===== src/rtl/seg_pattern_pkg.sv =====
// Shared constants, types and helpers for the seven-segment pattern decoder.
package seg_pattern_pkg;

  localparam int NUM_SYMS = 13;
  localparam logic [6:0] SEG_BLANK = 7'h00;

  // Index i holds the gfedcba pattern for symbol i.
  localparam logic [6:0] SEG_TABLE [NUM_SYMS] = '{
    7'h3F, 7'h06, 7'h5B, 7'h4F, 7'h66, 7'h6D, 7'h7D,
    7'h07, 7'h7F, 7'h6F, 7'h77, 7'h7C, 7'h39
  };

  typedef logic [3:0] sym_idx_t;

  typedef enum logic {
    ST_NO_HIST = 1'b0,
    ST_TRACK   = 1'b1
  } state_t;

  function automatic sym_idx_t sym_inc(input sym_idx_t s);
    return (s == sym_idx_t'(NUM_SYMS - 1)) ? sym_idx_t'(0) : sym_idx_t'(s + 4'd1);
  endfunction

  function automatic sym_idx_t sym_dec(input sym_idx_t s);
    return (s == sym_idx_t'(0)) ? sym_idx_t'(NUM_SYMS - 1) : sym_idx_t'(s - 4'd1);
  endfunction

endpackage


===== src/rtl/seg_stable_filter.sv =====
// Two-flop synchronizer plus stability counter; strobes once per newly
// settled pattern that differs from the last one accepted.
module seg_stable_filter
  import seg_pattern_pkg::*;
#(
  parameter int STABLE_CYCLES = 4
) (
  input  logic       clk,
  input  logic       rst,
  input  logic [6:0] i_seg,
  output logic [6:0] o_pat,
  output logic       o_accept
);

  localparam logic [3:0] CNT_MAX = 4'(STABLE_CYCLES);

  logic [6:0] r_sync1;
  logic [6:0] r_sync2;
  logic [6:0] r_cand;
  logic [6:0] r_last;
  logic [3:0] r_cnt;

  always_ff @(posedge clk or posedge rst) begin
    if (rst) begin
      r_sync1 <= SEG_BLANK;
      r_sync2 <= SEG_BLANK;
      r_cand  <= SEG_BLANK;
      r_last  <= SEG_BLANK;
      r_cnt   <= 4'd0;
    end else begin
      r_sync1 <= i_seg;
      r_sync2 <= r_sync1;
      if (r_sync2 != r_cand) begin
        r_cand <= r_sync2;
        r_cnt  <= 4'd1;
      end else if (r_cnt != CNT_MAX) begin
        r_cnt <= r_cnt + 4'd1;
      end
      if (o_accept) r_last <= r_cand;
    end
  end

  // Comparing against the last accepted pattern suppresses glitches that
  // return to the previously settled value.
  assign o_accept = (r_cnt == CNT_MAX) && (r_cand != r_last);
  assign o_pat    = r_cand;

endmodule


===== src/rtl/seg_pattern_decoder.sv =====
// Decodes settled seven-segment patterns into symbol indices with a
// valid/ready output, step-direction tracking and error flags.
module seg_pattern_decoder
  import seg_pattern_pkg::*;
#(
  parameter int STABLE_CYCLES = 4
) (
  input  logic       clk,
  input  logic       rst,
  input  logic [6:0] seg_in,
  output logic [3:0] sym_out,
  output logic       sym_valid,
  input  logic       sym_ready,
  output logic       dir_fwd,
  output logic       dir_valid,
  output logic       bad_pat,
  output logic       skip_err,
  output logic       ovf
);

  logic [6:0] w_pat;
  logic       w_accept;
  logic       w_hit;
  sym_idx_t   w_idx;

  state_t   r_state, w_state_next;
  sym_idx_t r_prev, w_prev_next;
  sym_idx_t r_sym_out, w_sym_out_next;
  logic     r_sym_valid, w_sym_valid_next;
  logic     r_dir_fwd, w_dir_fwd_next;
  logic     r_dir_valid, w_dir_valid_next;
  logic     r_bad_pat, w_bad_pat_next;
  logic     r_skip_err, w_skip_err_next;
  logic     r_ovf, w_ovf_next;

  seg_stable_filter #(
    .STABLE_CYCLES(STABLE_CYCLES)
  ) u_filter (
    .clk     (clk),
    .rst     (rst),
    .i_seg   (seg_in),
    .o_pat   (w_pat),
    .o_accept(w_accept)
  );

  // Table entries are unique, so OR-ing matching indices needs no priority.
  always_comb begin
    w_hit = 1'b0;
    w_idx = '0;
    for (int i = 0; i < NUM_SYMS; i++) begin
      if (w_pat == SEG_TABLE[i]) begin
        w_hit = 1'b1;
        w_idx = w_idx | sym_idx_t'(i);
      end
    end
  end

  always_ff @(posedge clk or posedge rst) begin
    if (rst) begin
      r_state     <= ST_NO_HIST;
      r_prev      <= '0;
      r_sym_out   <= '0;
      r_sym_valid <= 1'b0;
      r_dir_fwd   <= 1'b0;
      r_dir_valid <= 1'b0;
      r_bad_pat   <= 1'b0;
      r_skip_err  <= 1'b0;
      r_ovf       <= 1'b0;
    end else begin
      r_state     <= w_state_next;
      r_prev      <= w_prev_next;
      r_sym_out   <= w_sym_out_next;
      r_sym_valid <= w_sym_valid_next;
      r_dir_fwd   <= w_dir_fwd_next;
      r_dir_valid <= w_dir_valid_next;
      r_bad_pat   <= w_bad_pat_next;
      r_skip_err  <= w_skip_err_next;
      r_ovf       <= w_ovf_next;
    end
  end

  always_comb begin
    w_state_next     = r_state;
    w_prev_next      = r_prev;
    w_sym_out_next   = r_sym_out;
    w_sym_valid_next = r_sym_valid;
    w_dir_fwd_next   = r_dir_fwd;
    w_dir_valid_next = r_dir_valid;
    w_bad_pat_next   = 1'b0;
    w_skip_err_next  = 1'b0;
    w_ovf_next       = r_ovf;

    if (r_sym_valid && sym_ready) w_sym_valid_next = 1'b0;

    if (w_accept) begin
      if (w_pat == SEG_BLANK) begin
        w_state_next     = ST_NO_HIST;
        w_dir_valid_next = 1'b0;
      end else if (!w_hit) begin
        w_bad_pat_next   = 1'b1;
        w_state_next     = ST_NO_HIST;
        w_dir_valid_next = 1'b0;
      end else begin
        // A consumer handshake in this same cycle frees the slot for the new symbol.
        if (!r_sym_valid || sym_ready) begin
          w_sym_out_next   = w_idx;
          w_sym_valid_next = 1'b1;
        end else begin
          w_ovf_next = 1'b1;
        end
        w_prev_next = w_idx;
        if (r_state == ST_NO_HIST) begin
          w_state_next     = ST_TRACK;
          w_dir_valid_next = 1'b0;
        end else if (w_idx == sym_inc(r_prev)) begin
          w_dir_fwd_next   = 1'b1;
          w_dir_valid_next = 1'b1;
        end else if (w_idx == sym_dec(r_prev)) begin
          w_dir_fwd_next   = 1'b0;
          w_dir_valid_next = 1'b1;
        end else begin
          w_skip_err_next  = 1'b1;
          w_dir_valid_next = 1'b0;
        end
      end
    end
  end

  assign sym_out   = r_sym_out;
  assign sym_valid = r_sym_valid;
  assign dir_fwd   = r_dir_fwd;
  assign dir_valid = r_dir_valid;
  assign bad_pat   = r_bad_pat;
  assign skip_err  = r_skip_err;
  assign ovf       = r_ovf;

endmodule

===== config.mk =====
export PLATFORM = sky130hd
export DESIGN_NAME = seg_pattern_decoder
export DESIGN_NICKNAME = d
export VERILOG_FILES = /design/src/rtl/seg_pattern_pkg.sv /design/src/rtl/seg_stable_filter.sv /design/src/rtl/seg_pattern_decoder.sv
export SDC_FILE = /design/constraint.sdc
export NUM_CORES = 1
export LEC_CHECK = 0
export BUFFER_PORTS_ARGS = -buffer_cell sky130_fd_sc_hd__buf_2
export CELL_PAD_IN_SITES_DETAIL_PLACEMENT = 1
export CELL_PAD_IN_SITES_GLOBAL_PLACEMENT = 1
export CORE_UTILIZATION = 50
export CTS_CLUSTER_DIAMETER = 100
export DETAILED_ROUTE_END_ITERATION = 6
export GPL_TIMING_DRIVEN = 0
export PLACE_DENSITY = 0.9
export SLEW_MARGIN = 5
export SYNTH_ARGS = -nofsm -noshare
export SYNTH_HDL_FRONTEND = slang
export SYNTH_SLANG_ARGS = --single-unit

===== constraint.sdc =====
create_clock -name clk -period 7.4 [get_ports clk]
set_clock_uncertainty 0.2 [all_clocks]
set_input_delay 2.22 -clock clk [delete_from_list [all_inputs] [get_ports clk]]
set_output_delay 2.22 -clock clk [all_outputs]
set_load 0.02 [all_outputs]

# --- Word level (Yosys, flattened, before mapping) ---
# Index checks and enable logic that the tools add are counted.
word_totals:
  ff_bits: 47
  input_bits: 10
  output_inout_bits: 10
  elab_cells: 103
op_classes:
  addsub: 3
  n_eq_ne: 20
  n_mux: 52
  n_bitwise: 2
  n_reduce_logical: 12
op_table:
  columns: ["op", "count"]
  rows:
  - ["$eq 7x7->1 const B", 9]
  - ["$mux 1", 37]
  - ["$mux 4", 9]
  - ["$eq 7x3->1 const B", 2]
  - ["$eq 7x6->1 const B", 2]
  - ["$ne 7x7->1", 2]
  - ["$mux 3", 4]
  - ["$add 4x1->4 const B", 2]
  - ["$eq 4x4->1", 2]
  - ["$reduce_and 4->1", 2]
  - ["$logic_not 7->1", 1]
  - ["$reduce_and 5->1", 1]
  - ["$eq 4x3->1 const B", 1]
  - ["$eq 4x4->1 const B", 1]
  - ["$logic_not 4->1", 1]
  - ["$mux 2", 2]
  - ["$ne 4x3->1 const B", 1]
  - ["$reduce_bool 2->1", 2]
  - ["$sub 4x1->4 const B", 1]
  - ["$reduce_and 3->1", 1]
  - ["$logic_and 1x1->1", 2]
  - ["$not 1->1", 2]
  - ["$logic_not 1->1", 1]
  - ["$logic_or 1x1->1", 1]

# --- Depth between registers and ports, before layout ---
# Gate-level depths: netlist (run 1).
depth:
  ltp_word: 20
  ltp_mapped: 9
  depth_no_buf: 9

# --- Hierarchy ---
# A second synthesis (run 1) with hierarchy kept.
hier_totals:
  cells_unflattened: 210
  area_unflattened_um2: 2348.5
by_module_without_submodules:
  columns: ["module", "n_inst", "cells_each", "area_per_inst_um2"]
  rows:
  - ["seg_stable_filter", 1, 83, 1179.9]
  - ["seg_pattern_decoder", 1, 127, 1168.6]

# --- Worst setup path after synthesis (run 1) ---
# Ideal clock, no wire load.
synth_path:
  path_kind: "input to register"
  from: "in sym_ready"
  to: "reg r_sym_out[3], in the netlist sym_out[3]"
  setup_ns: 0.082
  arrival_ns: 2.681
  required_ns: 7.118
  slack_ns: 4.437
  stages: 3
  cell_sequence: "inv_1 -> a21oi_2 -> mux2i_1"
synth_between:
  elab_chain_cells: 2
synth_lines:
  columns: ["element", "line_no", "text"]
  rows:
  - ["from (decl)", "seg_pattern_decoder.sv:13", "input logic sym_ready,"]
  - ["$logic_or 1x1->1", "seg_pattern_decoder.sv:105", "if (!r_sym_valid || sym_ready) begin"]
  - ["$reduce_and 4->1 (no source line)", null, null]
  - ["to (signal assigned)", "seg_pattern_decoder.sv:72", "r_sym_out <= w_sym_out_next;"]
  - ["to (decl)", "seg_pattern_decoder.sv:28", "sym_idx_t r_sym_out, w_sym_out_next;"]
# Every way passes these cells.
# A chain may end at the register's enable or synchronous reset.

# --- Worst setup path after layout (run 1) ---
layout_path:
  from: "reg r_sym_valid, in the netlist sym_valid"
  to: "out sym_valid"
layout_rtl:
  columns: ["element", "line_no", "text"]
  rows:
  - ["from (decl)", "seg_pattern_decoder.sv:29", "logic r_sym_valid, w_sym_valid_next;"]
  - ["from (signal assigned)", "seg_pattern_decoder.sv:73", "r_sym_valid <= w_sym_valid_next;"]
  - ["to (decl)", "seg_pattern_decoder.sv:12", "output logic sym_valid,"]
# No word-level cell between the ends.

==> flow_summary.json, run 1 <==
{
  "grt_usage": 0.221,
  "worst_slew_pin_slew_ns": 0.609,
  "dp_hpwl_um": 3570,
  "cts_root_buffer": "clkbuf_8",
  "first_global_vias": 1721,
  "end_kind": "output pin",
  "grt_pass1_wl_um": 8310,
  "grt_antenna_before_repair": 0,
  "vdd_drop_max_mv": 0.150,
  "slew_headroom": 0.588,
  "wire_per_inst_um": 16.9,
  "grt_overflow": 0,
  "postCtsSetupBuffers": 0,
  "port_buffers": 19,
  "design_area_mm2": 0.00264,
  "synth_enable_flop_cells": 0,
  "min_path_type": "flip-flop to flip-flop",
  "cts_tree": "done",
  "synth_fp_nets": 231,
  "synth.cell_area_mm2": 0.00235,
  "fp.dieW_um": 70.6,
  "cp_data_arrival_time_ns": 0.88,
  "cp_cell_sequence": "buf_2",
  "drc": 2,
  "min_period_ns": 3.30,
  "final-max-slew-violation-count": 0,
  "synthCells": 216,
  "finalWirelength_um": 5000,
  "finalSetupViolations": 0,
  "seq_area_frac_synth": 0.500,
  "drt-pass1-iter-count": 6,
  "gp_congestion": 0.846,
  "die_area_mm2": 0.00498,
  "p_leak_nw": 1.19,
  "rsz0062_at_grt": "no",
  "crit_family": "flip-flops",
  "place_area_mm2": 0.00253,
  "ios": 20,
  "antenna_left": 0,
  "dp_slack_ns": 4.14,
  "fin_crit_sh": 0.446,
  "ys_seq_elements": 47,
  "num_rows": 24,
  "ys.flop_type": "dfrtp_1",
  "initial_utilization": 0.529,
  "path_max_fanout": 3,
  "syn_to_final_growth_pct": 12.5,
  "vias": 1650,
  "layout.nets": 258,
  "drive_above_1_share": 0.221,
  "critPathBufInv": 1,
  "critPathKind": "flip-flop to output pin",
  "viasPerCell": 5.57,
  "finalWorstSetupSlack_ns": 4.10,
  "worstPathRequired_ns": 4.98,
  "finalSetupTns_ns": 0,
  "numCtsBuffers": 5,
  "start_kind": "flip-flop",
  "yosys_warnings": 0,
  "max-cap-violations": 0,
  "cts_hold_buf": 0,
  "status": "complete, but fails checks",
  "core_area_mm2": 0.00444,
  "crit_slowest_cell": "dfrtp_1",
  "clock-sinks": 47,
  "violations": "design-rule violations",
  "clock_path_buffers": 2,
  "max_freq_mhz": 303,
  "powerDensity_mw_per_mm2": 186,
  "die_h_um": 70.6,
  "synth.avg_cell_area_um2": 10.9,
  "post_cts_resized": 0,
  "grt_start_max_net_pins": 26,
  "max_stage_delay_ns": 0.41,
  "antenna_cells": 0,
  "clkTransAtPathRegs_ns": 0.08,
  "htreeDepth": 2,
  "yosysUniqueCellTypes": 48,
  "first_iter_violations": 61,
  "clk_latency_ns": 0.30,
  "postSynth.asyncResetShare": 1.00,
  "hold_violations": 0
}
[final cells by class]
cell class / count / area [um2]
well taps: 52 / 65.1
plain buffers: 17 / 97.6
flip-flops and latches: 47 / 1180
repair buffers: 20 / 115
clock buffers: 5 / 68.8
multi-input cells: 135 / 1010
inverters: 17 / 63.8
fillers: 506 / 1800
clock inverters: 3 / 43.8
[flip-flops by register name, summed over array words and instances, names as in the netlist]
register and cells:
u_filter.o_pat 7, u_filter.r_last 7, u_filter.r_sync1 7, u_filter.r_sync2 7, r_prev 4, sym_out 4
u_filter.r_cnt 4, bad_pat 1, dir_fwd 1, dir_valid 1, ovf 1, r_state 1
skip_err 1, sym_valid 1
[cells by family (layout without fill, tap and decap cells)]
logic type | Yosys count | after routing | synth area share
simple gates | 54 | 54 | 0.138
buf+inv | 34 | 62 | 0.0687
mux | 10 | 10 | 0.0452
xor+xnor | 26 | 26 | 0.0969
compound gates | 40 | 40 | 0.125
fa+ha+maj | 5 | 5 | 0.0266
flops | 47 | 47 | 0.500
[stage by stage]
step	power, W	std cells	util	hold WS, ns
after CTS	0.000497	296	0.595	0.156
after global routing	0.000511	296	0.595	0.160
final	0.000492	296	0.595	0.154
after floorplan	0.000296	216	-	0.131
after global placement	0.000305	287	0.565	0.132
after detailed placement	0.000308	288	0.570	0.136
[per-layer routing]
metal | vias to the layer above | part of all wire | track usage
met5 | - | 0 | 0
met1 | 826 | 0.44 | 0.281
li1 | 791 | - | -
met3 | 10 | 0.021 | 0.0413
met2 | 23 | 0.52 | 0.379
met4 | 0 | 0.019 | 0.0822
[cells in the final DEF (no fill, tap or decap), types with 5 or more instances in the layout]
cell and count:
xnor2_1 14, xor2_1 12, mux2i_1 5, ha_1 5, inv_1 16, clkbuf_1 8, nand2_1 14, a21oi_1 10
mux2_2 5, buf_2 21, nor2_1 6, clkbuf_8 5, o21ai_0 9, dfrtp_1 47
[path summary, 6_finish.rpt]
check / from / to / slack [ns] / cells past startpoint
worst min register to register: u_filter.r_sync1[4] / u_filter.r_sync2[4] / 0.15 / 0
worst min-delay path: u_filter.r_sync1[4] / u_filter.r_sync2[4] / 0.15 / 0
worst max-delay path: sym_valid / sym_valid / 4.10 / 1
min in group asynchronous: rst / u_filter.o_pat[6] / 1.73 / 2
max in group asynchronous: rst / sym_out[1] / 4.77 / 3
worst max register to register: u_filter.r_cnt[0] / sym_out[1] / 4.75 / 8
[synth_stat cells (3+ instances only)]
cell type   n  area share
ha_1        5       0.027
nand4b_1    3       0.011
nand2b_1    3      0.0080
mux2i_1     5       0.021
nand2_1    14       0.022
a21oi_1    10       0.021
inv_1      17       0.027
xor2_1     12       0.045
dfrtp_1    47        0.50
nor2_1      6      0.0096
nand3_1     4      0.0085
mux2_2      5       0.024
a211oi_2    3       0.016
buf_4       4       0.013
o21ai_0     9       0.019
xnor2_1    14       0.052
clkbuf_1    8       0.013
nor4_1      4       0.011
[power by group]
group	switching [W]	leakage [nW]	internal, W
Combinational	0.0000215	0.553	0.0000145
Sequential	0.00000461	0.577	0.000263
Clock	0.0000880	0.0581	0.000101
Total	0.000114	1.19	0.000378
Power figures use the tool's default switching activity.
==> run 2: changes to the inputs <==
CORE_UTILIZATION = 42   (was 50)
PLACE_DENSITY = 0.81   (was 0.9)
clock period = 2.7 ns   (was 7.4 ns; I/O delays follow)
==> run 2 against run 1 <==
Effect of this change:
- first-iteration DRC count is 15% higher
- global-route usage is 3.6 points lower
- die area is 18% higher
- via count is 0.97% lower
- critical path depth is 6 higher
- setup slack worse by 4.0 ns
- sequential share of layout area is 0.81 points lower
- the run now ends clean
- power grew to 2.6 times the previous value
- register-to-register slack worse by 4.6 ns
- cell count is 6.4% higher
- sequential power grew to 2.7 times the previous value
==> flow_summary.json, run 2 (synthesis results as in run 1) <==
{
  "status": "finished, final reports clean",
  "antenna_left": 0,
  "p_comb_frac": 0.081,
  "hold_violations": 0,
  "min_path_type": "flip-flop to flip-flop",
  "cts_tree": "done",
  "clk_latency_ns": 0.31,
  "clock_path_buffers": 2,
  "slew_headroom": 0.689,
  "htreeDepth": 2,
  "critPathKind": "flip-flop to flip-flop",
  "fin_crit_sh": 0.957,
  "cp_data_arrival_time_ns": 2.58,
  "die_h_um": 76.8,
  "syn_to_final_growth_pct": 14.8,
  "drive_above_1_share": 0.257,
  "highest_layer": "met4",
  "min_period_ns": 2.58,
  "clkTransAtPathRegs_ns": 0.10,
  "numCtsBuffers": 5,
  "ios": 20,
  "viasPerCell": 5.19,
  "wire_per_inst_um": 15.5,
  "worstPathRequired_ns": 2.70,
  "grt_pass1_wl_um": 8430,
  "wl_met3_um": 131,
  "whs_ns": 0.155,
  "mostFrequentLayoutCell": "dfrtp_1",
  "port_buffers": 19,
  "start_kind": "flip-flop",
  "switching_share": 0.264,
  "vdd_drop_max_mv": 0.411,
  "final_cell_mix": "dfrtp_1, buf_2, inv_1",
  "met1_length_um": 2340,
  "clkPwrFrac": 0.355,
  "finalWorstSetupSlack_ns": 0.116,
  "total_power_w": 0.00130,
  "drt-pass1-iter-count": 4,
  "cts_root_buffer": "clkbuf_8",
  "grt_start_max_net_pins": 30,
  "max-cap-violations": 0,
  "die_area_mm2": 0.00590,
  "worst_slew_pin_slew_ns": 0.466,
  "fp.dieW_um": 76.8,
  "internal_power_w": 0.000954,
  "seq_power_share": 0.564,
  "rsz0062_at_grt": "yes",
  "first_iter_violations": 70,
  "first_global_vias": 1733,
  "grt_antenna_before_repair": 0,
  "finalWirelength_um": 4880,
  "dp_slack_ns": 0.0869,
  "initial_utilization": 0.449,
  "clock-sinks": 47,
  "p_sw_w": 0.000343,
  "grt_overflow": 0,
  "dp_hpwl_um": 3540,
  "vias": 1634,
  "finalSetupTns_ns": 0,
  "path_max_fanout": 6,
  "core_area_mm2": 0.00524,
  "num_rows": 26,
  "max_freq_mhz": 387,
  "antenna_cells": 0,
  "p_leak_nw": 1.19,
  "grt_usage": 0.184,
  "drc": 0,
  "finalSetupViolations": 0,
  "gp_congestion": 0.806,
  "layout.nets": 259,
  "final-max-slew-violation-count": 0,
  "routed-wl-met2_um": 2340,
  "end_kind": "flip-flop",
  "powerDensity_mw_per_mm2": 481
}
run 2: cell count changes in the layout (fill, tap and decap cells not counted), sizes merged:
cell / previous run / this run
inv: 17 / 19
clkinv: 2 / 0
clkinvlp: 0 / 1
bufinv: 1 / 0
buf: 28 / 29
run 2: power by group through the flow:
stage / Sequential [W] / Clock, W / Combinational [W]
2_1_floorplan: 0.000742 / 0 / 0.0000704
3_3_place_gp: 0.000745 / 0 / 0.0000919
3_5_place_dp: 0.000746 / 0 / 0.0000995
4_1_cts: 0.000732 / 0.000475 / 0.000101
5_1_grt: 0.000734 / 0.000502 / 0.000115
6_report: 0.000732 / 0.000461 / 0.000104
run 2: metal layers:
layer / GRT usage / vias up
li1: - / 788
met1: 0.236 / 815
met2: 0.309 / 25
met3: 0.0369 / 6
met4: 0.0635 / 0
met5: 0 / -
run 2: final timing paths:
check	slack (ns)	endpoint	start	depth (start not counted)
min in group asynchronous	0.29	r_prev[2]	rst	2
max in group asynchronous	1.52	u_filter.o_pat[3]	rst	3
min reg2reg	0.16	u_filter.r_sync2[6]	u_filter.r_sync1[6]	0
max reg2reg	0.12	dir_fwd	u_filter.o_pat[3]	7
min	0.16	u_filter.r_sync2[6]	u_filter.r_sync1[6]	0
max	0.12	dir_fwd	u_filter.o_pat[3]	7
run 2: area by class of cell:
class,count,area (um2)
fill,572,2540
buffer,17,97.6
clock buffer,5,68.8
inverter,17,63.8
sequential,47,1180
clock inverter,3,27.5
timing repair buffer,21,123
multi-input combinational,135,1050
tap,70,87.6
run 2: timing repair:
action	CTS	global route
hold buffers	0	0
gates resized for setup	0	9
endpoints found under the setup margin	0	3
endpoints found under the hold margin	0	0
buffers inserted	0	1
run 2: critical path, cell delays in order, from the launching register on:
cell and delay (ns):
dfrtp_2 0.46, or4b_4 0.56, a211oi_4 0.32, a21oi_2 0.12, xnor2_1 0.17, nor4_2 0.34, nor3b_2 0.21, o22ai_1 0.09
run 2: stage by stage:
step | std cells | util | cell area [um2]
floorplan | 216 | - | 2350
global placement | 305 | 0.484 | 2530
detailed placement | 306 | 0.488 | 2550
CTS | 314 | 0.506 | 2650
global route | 315 | 0.515 | 2700
finish | 315 | 0.515 | 2700
